--- src/rtl/spi_hex_target.sv ---
// SPI mode-0 target that writes eight 8-bit digit registers and drives HEX0..HEX7.
// Define SPI_HEX_READBACK_EN to compile in register readback over MISO.
`timescale 1ns/1ps
module spi_hex_target #(
  parameter int SYNC_STAGES = 2
) (
  input  logic       clk,
  input  logic       reset_n,
  input  logic       spi_sclk,
  input  logic       spi_mosi,
  input  logic       spi_cs_n,
  output logic       spi_miso,
  output logic [6:0] hex0,
  output logic [6:0] hex1,
  output logic [6:0] hex2,
  output logic [6:0] hex3,
  output logic [6:0] hex4,
  output logic [6:0] hex5,
  output logic [6:0] hex6,
  output logic [6:0] hex7,
  output logic       wr_pulse,
  output logic [2:0] wr_addr
);

`ifdef SPI_HEX_READBACK_EN
  typedef enum logic [1:0] {ST_IDLE, ST_CMD, ST_WDATA, ST_RDATA} state_t;
  localparam state_t ST_READ = ST_RDATA;
`else
  typedef enum logic [1:0] {ST_IDLE, ST_CMD, ST_WDATA, ST_DISCARD} state_t;
  localparam state_t ST_READ = ST_DISCARD;
`endif

  function automatic logic [6:0] seg_decode(input logic [3:0] v);
    logic [6:0] s;
    case (v)
      4'h0: s = 7'h40;  4'h1: s = 7'h79;  4'h2: s = 7'h24;  4'h3: s = 7'h30;
      4'h4: s = 7'h19;  4'h5: s = 7'h12;  4'h6: s = 7'h02;  4'h7: s = 7'h78;
      4'h8: s = 7'h00;  4'h9: s = 7'h10;  4'hA: s = 7'h08;  4'hB: s = 7'h03;
      4'hC: s = 7'h46;  4'hD: s = 7'h21;  4'hE: s = 7'h06;  default: s = 7'h0E;
    endcase
    return s;
  endfunction

  logic [SYNC_STAGES-1:0] sclk_sync_reg, mosi_sync_reg, cs_sync_reg;
  logic                   sclk_d_reg, cs_d_reg;
  logic                   sclk_s, mosi_s, cs_s;
  logic                   sclk_rise, cs_rise, cs_fall;

  assign sclk_s    = sclk_sync_reg[SYNC_STAGES-1];
  assign mosi_s    = mosi_sync_reg[SYNC_STAGES-1];
  assign cs_s      = cs_sync_reg[SYNC_STAGES-1];
  assign sclk_rise = sclk_s & ~sclk_d_reg;
  assign cs_rise   = cs_s & ~cs_d_reg;
  assign cs_fall   = ~cs_s & cs_d_reg;

  // cs_n chain resets low: a frame already running at reset release shows no falling edge.
  always_ff @(posedge clk or negedge reset_n) begin
    if (!reset_n) begin
      sclk_sync_reg <= '0;
      mosi_sync_reg <= '0;
      cs_sync_reg   <= '0;
      sclk_d_reg    <= 1'b0;
      cs_d_reg      <= 1'b0;
    end else begin
      sclk_sync_reg <= {sclk_sync_reg[SYNC_STAGES-2:0], spi_sclk};
      mosi_sync_reg <= {mosi_sync_reg[SYNC_STAGES-2:0], spi_mosi};
      cs_sync_reg   <= {cs_sync_reg[SYNC_STAGES-2:0], spi_cs_n};
      sclk_d_reg    <= sclk_s;
      cs_d_reg      <= cs_s;
    end
  end

  state_t     state_reg, state_next;
  logic [2:0] bit_cnt_reg, bit_cnt_next;
  logic [6:0] rx_reg, rx_next;
  logic [2:0] addr_reg, addr_next;
  logic [7:0] byte_in;
  logic       do_write;
  logic       wr_pulse_reg;
  logic [2:0] wr_addr_reg;
  logic [7:0] digit_reg [8];
  logic [6:0] hex_reg [8];
  logic [6:0] hex_next [8];

  assign byte_in = {rx_reg, mosi_s};

`ifdef SPI_HEX_READBACK_EN
  logic       sclk_fall;
  logic [7:0] tx_reg, tx_next;
  logic       miso_reg, miso_next;
  assign sclk_fall = ~sclk_s & sclk_d_reg;
`endif

  always_comb begin
    state_next   = state_reg;
    bit_cnt_next = bit_cnt_reg;
    rx_next      = rx_reg;
    addr_next    = addr_reg;
    do_write     = 1'b0;
`ifdef SPI_HEX_READBACK_EN
    tx_next      = tx_reg;
    miso_next    = miso_reg;
`endif
    if (cs_rise) begin
      state_next   = ST_IDLE;
      bit_cnt_next = '0;
    end else begin
      case (state_reg)
        ST_IDLE: begin
          if (cs_fall) begin
            state_next   = ST_CMD;
            bit_cnt_next = '0;
          end
        end
        ST_CMD, ST_WDATA: begin
          if (sclk_rise) begin
            rx_next      = byte_in[6:0];
            bit_cnt_next = bit_cnt_reg + 3'd1;
            if (bit_cnt_reg == 3'd7) begin
              if (state_reg == ST_CMD) begin
                addr_next  = byte_in[2:0];
                state_next = byte_in[7] ? ST_READ : ST_WDATA;
`ifdef SPI_HEX_READBACK_EN
                tx_next    = digit_reg[byte_in[2:0]];
`endif
              end else begin
                do_write  = 1'b1;
                addr_next = addr_reg + 3'd1;
              end
            end
          end
        end
        ST_READ: begin
          if (sclk_rise) begin
            bit_cnt_next = bit_cnt_reg + 3'd1;
            if (bit_cnt_reg == 3'd7) begin
              addr_next = addr_reg + 3'd1;
`ifdef SPI_HEX_READBACK_EN
              tx_next   = digit_reg[addr_reg + 3'd1];
`endif
            end
`ifdef SPI_HEX_READBACK_EN
          end else if (sclk_fall) begin
            miso_next = tx_reg[7];
            tx_next   = {tx_reg[6:0], 1'b0};
`endif
          end
        end
        default: state_next = ST_IDLE;
      endcase
    end
`ifdef SPI_HEX_READBACK_EN
    if (state_next != ST_READ) miso_next = 1'b0;
`endif
  end

  always_ff @(posedge clk or negedge reset_n) begin
    if (!reset_n) begin
      state_reg    <= ST_IDLE;
      bit_cnt_reg  <= '0;
      rx_reg       <= '0;
      addr_reg     <= '0;
      wr_pulse_reg <= 1'b0;
      wr_addr_reg  <= '0;
      for (int i = 0; i < 8; i++) begin
        digit_reg[i] <= 8'h80;
        hex_reg[i]   <= 7'h7F;
      end
    end else begin
      state_reg    <= state_next;
      bit_cnt_reg  <= bit_cnt_next;
      rx_reg       <= rx_next;
      addr_reg     <= addr_next;
      wr_pulse_reg <= do_write;
      if (do_write) begin
        digit_reg[addr_reg] <= byte_in;
        wr_addr_reg         <= addr_reg;
      end
      for (int i = 0; i < 8; i++) hex_reg[i] <= hex_next[i];
    end
  end

  // Bit7 selects raw segment mode (1 lights a segment) versus hex-digit decode.
  for (genvar gi = 0; gi < 8; gi++) begin : g_decode
    assign hex_next[gi] = digit_reg[gi][7] ? ~digit_reg[gi][6:0]
                                           : seg_decode(digit_reg[gi][3:0]);
  end

`ifdef SPI_HEX_READBACK_EN
  always_ff @(posedge clk or negedge reset_n) begin
    if (!reset_n) begin
      tx_reg   <= '0;
      miso_reg <= 1'b0;
    end else begin
      tx_reg   <= tx_next;
      miso_reg <= miso_next;
    end
  end
  assign spi_miso = miso_reg;
`else
  assign spi_miso = 1'b0;
`endif

  assign wr_pulse = wr_pulse_reg;
  assign wr_addr  = wr_addr_reg;
  assign hex0 = hex_reg[0];
  assign hex1 = hex_reg[1];
  assign hex2 = hex_reg[2];
  assign hex3 = hex_reg[3];
  assign hex4 = hex_reg[4];
  assign hex5 = hex_reg[5];
  assign hex6 = hex_reg[6];
  assign hex7 = hex_reg[7];

endmodule
--- config.mk ---
export PLATFORM = sky130hd
export DESIGN_NAME = spi_hex_target
export DESIGN_NICKNAME = d
export VERILOG_FILES = /design/src/rtl/spi_hex_target.sv
export SDC_FILE = /design/constraint.sdc
export NUM_CORES = 1
export LEC_CHECK = 0
export ABC_AREA = 1
export CAP_MARGIN = 25
export CORE_MARGIN = 2
export CORE_UTILIZATION = 30
export DETAILED_ROUTE_END_ITERATION = 8
export SLEW_MARGIN = 10
export SYNTH_ARGS = -nofsm -noshare
export SYNTH_HDL_FRONTEND = slang
export SYNTH_SLANG_ARGS = --single-unit
export TNS_END_PERCENT = 30
--- constraint.sdc ---
create_clock -name clk -period 4.9 [get_ports clk]
set_input_delay 0.735 -clock clk [delete_from_list [all_inputs] [get_ports clk]]
set_output_delay 0.735 -clock clk [all_outputs]
set_load 0.01 [all_outputs]
==> run summary <==
The DRC violation count after routing was 0. Library cell with the highest instance count after synthesis: nand2_1. In this run, flip-flops and latches consume 44.4% of the power. The cell chosen for the clock root was clkbuf_16. The via count of the first global-routing pass came out at 5178.

For this run, the leading register cell type out of synthesis is dfrtp_1. Flip-flop count of the largest register after layout: 64. The layout has 2394 filler cells. The routed layout has 5577 vias. The count of cells resized by post-cts repair was 0; the synthesized cell area was 7360 µm².

Once detail routing completed, the nets flagged for antenna violations numbered 0. The routed wire length per instance works out to 12.6 µm. Net switching is 26.8% of the power. TritonCTS built the clock tree. The maximum fanout along the worst path was 23; the worst setup timing slack at the placement stage was 2610 ps. In this run the biggest area consumer among cell types represents 28.2% of the synthesized area. In the synthesized netlist the async set-or-reset flop fraction comes to 100%. The area growth from synthesis to final layout was 19.8%; the number of endpoints failing setup at the final stage was 0.

The total global-route track usage was 12.5%. Cell area power density: 331 nW/µm². Summing the sequential cell areas from Yosys gives 51.0% of the chip area. For the total die area, the log shows 25800 µm². The initial antenna violation count is 0, and the placeable core region is 24200 µm². The global-route wire length before repair was 25.9 mm; the die extent in y was 161 µm. The tools report the worst-case hold slack as 344 ps. For the total congestion overflow, the log shows 0. The tool flagged a number of max-cap violations equal to 0. In this run the worst hold path is classified as input port to async pin. In this run the static leakage power is 0.00379 µW. Post-CTS timing repair inserted 0 buffers for setup.

The logs give 54.0% for the relative max-transition margin and 57 for the standard-cell row count. The post-route clock skew is 8.18 ps, and the post-synthesis area per instance is 8.89 µm². The detailed-placement wirelength estimate was 10.5 mm; the count of flip-flops with a built-in enable after synthesis was 0. The run gives 0 as the number of warning messages in the yosys log. For this design the total switching power over the nets is 783 µW.

The count of port buffers added during placement came out at 64. Of the total power, combinational logic draws 11.5%. The run gives 30.5% as the initial core utilization. The clock period could shrink to 2310 ps.

Wires add up to 15.4 mm. Startpoint kind of the worst setup timing path: a register. Count of unique library cells instantiated by Yosys: 26. Synthesis handed over a netlist of 828 instances. The worst setup path is captured at a register. The count of antenna diodes in the layout was 0; the number of buffers inserted by hold repair at cts was 0.

The utilization after layout was 36.5%; the post-layout net count was 945. The maximum clock frequency was 0.434 GHz; the final weighted congestion of routability-driven global placement was 0.864. In this run, synthesis produced a sequential element count of 147. In this run the register-to-register setup slack is 2590 ps. The die is 161 µm wide. Using the TritonRoute via totals, the vias-per-cell ratio works out to 4.57. The peak ir drop on the vdd network came out at 0.000243 V. TritonCTS created 17 clock buffers. The clock net in this run drives a total of 147 sinks. For the pin with the worst max-slew slack, the measured transition is 690 ps. Setup repair after global routing left no endpoint under its margin.

First-pass iteration count of the detailed router: 5. The post-synth net total is 889. The critical path is of the register to register type.

The flow ran to the end, and the final reports show no timing, DRC or antenna violations. The commonest cells after synthesis are nand2_1, o21ai_0, dfrtp_1, inv_1, dfstp_2. The tools report the clock insertion delay at the later pin of the skew report as 420 ps. The logs give 285 for the number of design-rule violations left by the first detailed-router iteration and 76 for the pin count of the biggest net entering global routing. Adding up every negative setup slack in the final design gives 0 ps.

The count of final hold-check violations was 0. The proportion of layout cells with a drive suffix above 1 is 11.3%. The run gives 5220 ps as the worst path required time. The CTS clock-pin slew for the worst setup and hold paths was 60 ps.

The run gives 2 as the number of buffers on the longest clock path. Summed over all instances, the cell type with the most area after synthesis is dfrtp_1. The clock group share of total power came out at 44.1%. 66 I/O pins were placed. The share of the clock period used by the worst path after layout is 47.1%.

Setup slack closes at 2590 ps. The run gives 2630 ps as the critical path arrival. The internal power of the cells totals 2140 µW. The count of pins over their slew limit was 0; the number of H-tree branching levels was 4. After synthesis, the cell types taking the most area are dfrtp_1, dfstp_2, nand2_1.
==> power by group through the flow <==
stage / Combinational (µW) / Clock (µW) / Sequential, µW
finish: 336 / 1290 / 1300
global route: 390 / 1380 / 1300
CTS: 349 / 1330 / 1300
detailed placement: 347 / 0 / 1320
global placement: 343 / 0 / 1320
floorplan: 221 / 0 / 1310
==> critical path, cell delays in order, from the launching register on <==
cell,delay (ps)
dfrtp_1,390
inv_1,60
ha_1,360
nand2_2,100
nor2_4,450
nand3_1,500
o21ai_0,330
==> routing by layer <==
layer / track usage [%] / part of all wire [%] / up-vias
met2: 20.0 / 47 / 126
li1: - / - / 2835
met4: 4.55 / 1.5 / 0
met5: 0 / 0 / -
met3: 2.76 / 4.5 / 19
met1: 16.6 / 47 / 2597
==> cell usage in the layout, fill, tap and decap left out, drive strengths merged <==
master and n:
nand2 215, o21ai 160, dfrtp 83, inv 75, dfstp 64, clkdlybuf4s50 63
ha 56, nor2 46, nand3 34, clkbuf 25, a21oi 20, o22ai 17
o211ai 8, a31oi 8, a2bb2oi 8, clkinv 6, buf 3, bufinv 2
a21boi 1, nand4 1, conb 1, clkinvlp 1
==> area by class of cell <==
class                      count  area, µm²  area share (%)
inverter                      77        289            3.27
clock inverter                 7       98.8            1.12
timing repair buffer          66        657            7.44
tap                          324        405            4.59
clock buffer                  25        485            5.50
sequential                   147       3760            42.6
multi-input combinational    575       3130            35.5
==> path summary, 6_finish.rpt <==
check / startpoint / endpoint / cells past startpoint
setup / recovery: state_reg[0] / digit_reg[22] / 6
hold / removal: reset_n / wr_pulse / 1
setup reg to reg: state_reg[0] / digit_reg[22] / 6
hold reg to reg: cs_sync_reg[0] / cs_sync_reg[1] / 0
max in group asynchronous: reset_n / hex3[0] / 2
min in group clk: cs_sync_reg[0] / cs_sync_reg[1] / 0
==> logic make-up (layout without fill, tap and decap cells) <==
family          Yosys count  in the layout  share of synthesized area, %
flops                   147            147                          51.0
fa+ha+maj                56             56                          9.51
compound gates          222            222                          16.2
buf+inv                 106            175                          6.44
other cells               1              1                        0.0509
simple gates            296            296                          16.7
==> stage by stage <==
| step | area [µm²] | std cells | total power [µW] |
|---|---|---|---|
| floorplan | 7360 | 828 | 1530 |
| global placement | 8240 | 1189 | 1660 |
| detailed placement | 8240 | 1189 | 1660 |
| CTS | 8830 | 1221 | 2970 |
| global route | 8830 | 1221 | 3070 |
| finish | 8830 | 1221 | 2920 |
Power figures use the tool's default switching activity.
